$ cat config.mk
export PLATFORM = sky130hd
export DESIGN_NAME = corr_peak_detect
export DESIGN_NICKNAME = d
export VERILOG_FILES = /design/src/rtl/corr_peak_detect.sv
export SDC_FILE = /design/constraint.sdc
export NUM_CORES = 1
export LEC_CHECK = 0
export CORE_AREA = 2 2 108 110
export CTS_CLUSTER_SIZE = 12
export DETAILED_ROUTE_END_ITERATION = 6
export DIE_AREA = 0 0 110 112
export GPL_ROUTABILITY_DRIVEN = 0
export PLACE_DENSITY_LB_ADDON = 0.08
export SLEW_MARGIN = 10
export SYNTH_ARGS = -nofsm -noshare
export SYNTH_HDL_FRONTEND = slang
export SYNTH_SLANG_ARGS = --single-unit
$ cat constraint.sdc
create_clock -name clk -period 7.4 [get_ports clk]
set_clock_uncertainty 0.2 [all_clocks]
set_input_delay 1.11 -clock clk [delete_from_list [all_inputs] [get_ports clk]]
set_output_delay 1.11 -clock clk [all_outputs]
set_load 0.03 [all_outputs]
$ cat src/rtl/corr_peak_detect.sv
// Windowed peak search over a correlation sample stream.
// Reports max value, its position and a threshold hit through a one-entry valid/ready buffer.
module corr_peak_detect #(
   parameter int DATA_W  = 16,
   parameter int WIN_LEN = 16,
   parameter int IDX_W   = 4
) (
   input  logic              clk,
   input  logic              rst_n,
   input  logic              start,
   input  logic              continuous,
   input  logic [DATA_W-1:0] thresh,
   input  logic [DATA_W-1:0] y,
   input  logic              y_valid,
   output logic              peak_valid,
   input  logic              peak_ready,
   output logic [DATA_W-1:0] peak_value,
   output logic [IDX_W-1:0]  peak_index,
   output logic              peak_found,
   output logic              busy,
   output logic              overflow
);

   typedef enum logic {IDLE, SEARCH} state_t;

   localparam logic [IDX_W-1:0] LAST_IDX = IDX_W'(WIN_LEN - 1);

   state_t            state_reg;
   logic [DATA_W-1:0] thresh_reg;
   logic [DATA_W-1:0] max_reg;
   logic [IDX_W-1:0]  idx_reg;
   logic [IDX_W-1:0]  count_reg;

   logic              accept;
   logic              win_end;
   logic              take;
   logic [DATA_W-1:0] max_next;
   logic [IDX_W-1:0]  idx_next;
   logic              found_next;

   // The closing sample joins the comparison combinationally so the result is ready one edge later.
   assign accept     = (state_reg == SEARCH) && y_valid;
   assign win_end    = accept && (count_reg == LAST_IDX);
   assign take       = (count_reg == '0) || (y > max_reg);
   assign max_next   = take ? y : max_reg;
   assign idx_next   = take ? count_reg : idx_reg;
   assign found_next = (max_next >= thresh_reg);

   assign busy = (state_reg == SEARCH);

   always_ff @(posedge clk or negedge rst_n) begin
      if (!rst_n) begin
         state_reg  <= IDLE;
         thresh_reg <= '0;
         max_reg    <= '0;
         idx_reg    <= '0;
         count_reg  <= '0;
         peak_valid <= 1'b0;
         peak_value <= '0;
         peak_index <= '0;
         peak_found <= 1'b0;
         overflow   <= 1'b0;
      end else begin
         case (state_reg)
            IDLE: begin
               if (start) begin
                  state_reg  <= SEARCH;
                  thresh_reg <= thresh;
                  count_reg  <= '0;
                  max_reg    <= '0;
                  idx_reg    <= '0;
                  overflow   <= 1'b0;
               end
            end
            SEARCH: begin
               if (accept) begin
                  max_reg <= max_next;
                  idx_reg <= idx_next;
                  if (win_end) begin
                     count_reg <= '0;
                     if (continuous) begin
                        thresh_reg <= thresh;
                     end else begin
                        state_reg <= IDLE;
                     end
                  end else begin
                     count_reg <= count_reg + 1'b1;
                  end
               end
            end
            default: state_reg <= IDLE;
         endcase

         // A consumer draining the buffer on the same edge frees room for the new result.
         if (win_end) begin
            if (!peak_valid || peak_ready) begin
               peak_valid <= 1'b1;
               peak_value <= max_next;
               peak_index <= idx_next;
               peak_found <= found_next;
            end else begin
               overflow <= 1'b1;
            end
         end else if (peak_valid && peak_ready) begin
            peak_valid <= 1'b0;
         end
      end
   end

endmodule

==> results.toml <==
[timing]
fin_crit_ps = 5480
finalSetupViolCount = 0
maxSlewHeadroom_pct = 36.9
tightest_slew_ps = 944
grt_setup_unrepaired = "false"
hold_viol = 0
fin_crit_sh_pct = 74.0
timing.fmax_mhz = 183
slew_viol_final = 0
tns_ps = 0

[setup_path]
required_ps = 7420
path_max_fanout = 42
ff2ff_path_depth = 13
r2r-start = "max_reg[14]$_DFFE_PN0P_"
r2r_slack_ps = 2780
endpoint_kind = "flop"
r2r_end = "peak_found$_DFFE_PN0P_"
start_kind = "input pin"
critical_path_class = "in2reg"
arrival_ps = 5490

[die]
die_area_sq_um = 12300
die_h_um = 112
start_util_pct = 34.1
ios = 62
fp.dieW_um = 110
core_area_sq_um = 11200
rows = 39

[route]
drc_errors = 0
avgViaCountPerCell = 5.13
via_count = 2997
drt_iter0_markers = 173
wire_per_inst_um = 15.6
finalWirelength_um = 9100
firstDrtPassIters = 4
antenna_left = 0

[worst_hold_path]
hp-start = "peak_value[8]$_DFFE_PN0P_"
hold_path_end = "peak_value[8]$_DFFE_PN0P_"
whs_path_depth = 2
hp-class = "reg2reg"

[synthesis]
yosys.cell_types.count = 41
synth_top_family_by_area = "compound AO/OA/AOI/OAI gates"
yosys-mux-area-fraction_pct = 9.95
synth-seq-area-share_pct = 42.0
yosysTopAreaCell = "dfrtp_1"
synthAdderAreaFrac_pct = 11.2
synth_area_sq_um = 3810
syn_area_per_cell_sq_um = 10.0
ys_ff_latch = 64
synth_simple_gate_area_share_pct = 14.9
synth_area_leaders = "dfrtp_1 (42%), ha_1 (11%), mux2_2 (8.6%), a32o_1 (4.7%), nand2_1 (3.8%)"
yosys_warnings = 0
synth_compound_area_share_pct = 15.6
synthesis.nets = 452
synthXorXnorAreaFrac_pct = 0
syn_inst = 380
yosysTopAreaCellShare_pct = 42.0

[outcome]
run_status = "completed"

[global_route]
grt_max_degree = 65
grt_pass1_vias = 2930
grt_overflow = 0
groute.usage.overall_pct = 16.1
grt_pass1_wl_um = 15200
antenna_found_initial = 0

[cts]
cts_tree = "done"
ctsRootBufferMaster = "clkbuf_16"
cts-resized-gates = 0
cts.sinks = 64
numCtsBuffers = 9
clkSlewWorstSetupHoldPaths_ps = 60
ctsHoldBuffers = 0
postCtsSetupBuffers = 0
clock_path_buffers = 2
cts-htree-levels = 3
clk_latency_ps = 330

[power]
leakagePower_nw = 2.17
p_per_area_nw_per_um2 = 397
ir_worst_vdd_uv = 136

[placed_design]
io_buffers = 61
placed_cell_area_sq_um = 4530
dp_hpwl_um = 6690

[flow_run]
cap_violations = 0

[layout]
multi_input_area_sq_um = 1970
diodes = 0
final_nets = 508
drive_above_1_share_pct = 12.7
fillers = 1114
regArea_sq_um = 1600
final_area_sq_um = 4890
areaGrowthSynthToFinish_pct = 28.3
## layer usage
layer / part of all wire [%] / wire (um) / GRT usage (%)
met5: 0 / 0 / 0
met2: 42 / 3830 / 22.8
met4: 1.9 / 169 / 6.67
met3: 4.3 / 395 / 2.69
met1: 52 / 4700 / 24.0
## layout make-up
class                   count  area share [%]
multi-input cells         257            40.3
flip-flops and latches     64            32.7
repair buffers             66            13.1
clock buffers              11            5.17
well taps                 143            3.66
inverters                  38            2.92
clock inverters             5            2.10
## kinds of logic after synthesis
group                      count (synthesis)
buffers and inverters                     59
adders and majority gates                 34
muxes                                     34
and+or+nand+nor                          111
AOI/OAI and AO/OA                         78
DFF                                       64
## worst max-delay path, stage by stage
cell and delay, ps:
clkdlybuf4s50_1 500, ha_1 360, nand4_2 140, or4_1 550
o211a_4 380, o21ai_4 800, mux2_2 420, ha_1 300
a211oi_1 250, o21ai_0 120, o211ai_1 90, a21oi_1 100
o32a_1 350
## cells in the mapped netlist (all sizes together)
library cell,n
dfrtp,64
nand2,39
inv,38
ha,34
mux2,31
nand3,23
o211ai,19
a32o,18
nand3b,18
clkbuf,15
a21oi,12
o21ai,12
nor2,10
buf,6
nand4,4
nor3,4
mux2i,3
nand2b,3
or3,3
a211oi,2
a21boi,2
a31oi,2
and2,2
nor2b,2
o2111ai,2
o21a,2
o31ai,2
a21o,1
nor4,1
o211a,1
o22ai,1
o31a,1
o32a,1
or2,1
or4,1
## stage by stage
stage	setup slack, ps	utilization (%)	instances	hold WS [ps]	power (mW)
CTS	1900	43.7	584	284	1.97
global placement	1700	40.6	568	265	1.43
global route	1590	43.8	584	304	2.10
floorplan	2900	-	380	266	1.21
finish	1920	43.8	584	277	1.94
detailed placement	1550	40.6	568	272	1.46
## cell usage in the layout (no fill, tap or decap), drive strengths merged, types with 2 or more instances in the layout
cell type / count
a211oi: 2
a21boi: 2
a21oi: 12
a31oi: 2
a32o: 18
and2: 2
buf: 6
bufinv: 3
clkbuf: 11
clkdlybuf4s50: 60
dfrtp: 64
ha: 34
inv: 38
mux2: 31
mux2i: 3
nand2: 39
nand2b: 3
nand3: 23
nand3b: 18
nand4: 4
nor2: 10
nor2b: 2
nor3: 4
o2111ai: 2
o211ai: 19
o21a: 2
o21ai: 12
o31ai: 2
or3: 3
## power by group
| group | switching (mW) | leakage (nW) | total [mW] | internal [mW] |
|---|---|---|---|---|
| registers | 0.104 | 0.811 | 0.591 | 0.487 |
| clock network | 0.156 | 0.172 | 0.502 | 0.347 |
| logic | 0.449 | 1.19 | 0.850 | 0.401 |
## worst max path at each step
stage	from	endpoint	slack, ps
3_5_place_dp	y[14]	peak_found$_DFFE_PN0P_	1550
5_1_grt	y[14]	peak_found$_DFFE_PN0P_	1590
4_1_cts	y[14]	peak_found$_DFFE_PN0P_	1900
3_3_place_gp	y[15]	peak_found$_DFFE_PN0P_	1700
6_report	y[14]	peak_found$_DFFE_PN0P_	1920
2_1_floorplan	y[15]	peak_found$_DFFE_PN0P_	2900
No activity file was read; power rests on OpenSTA's default activity.
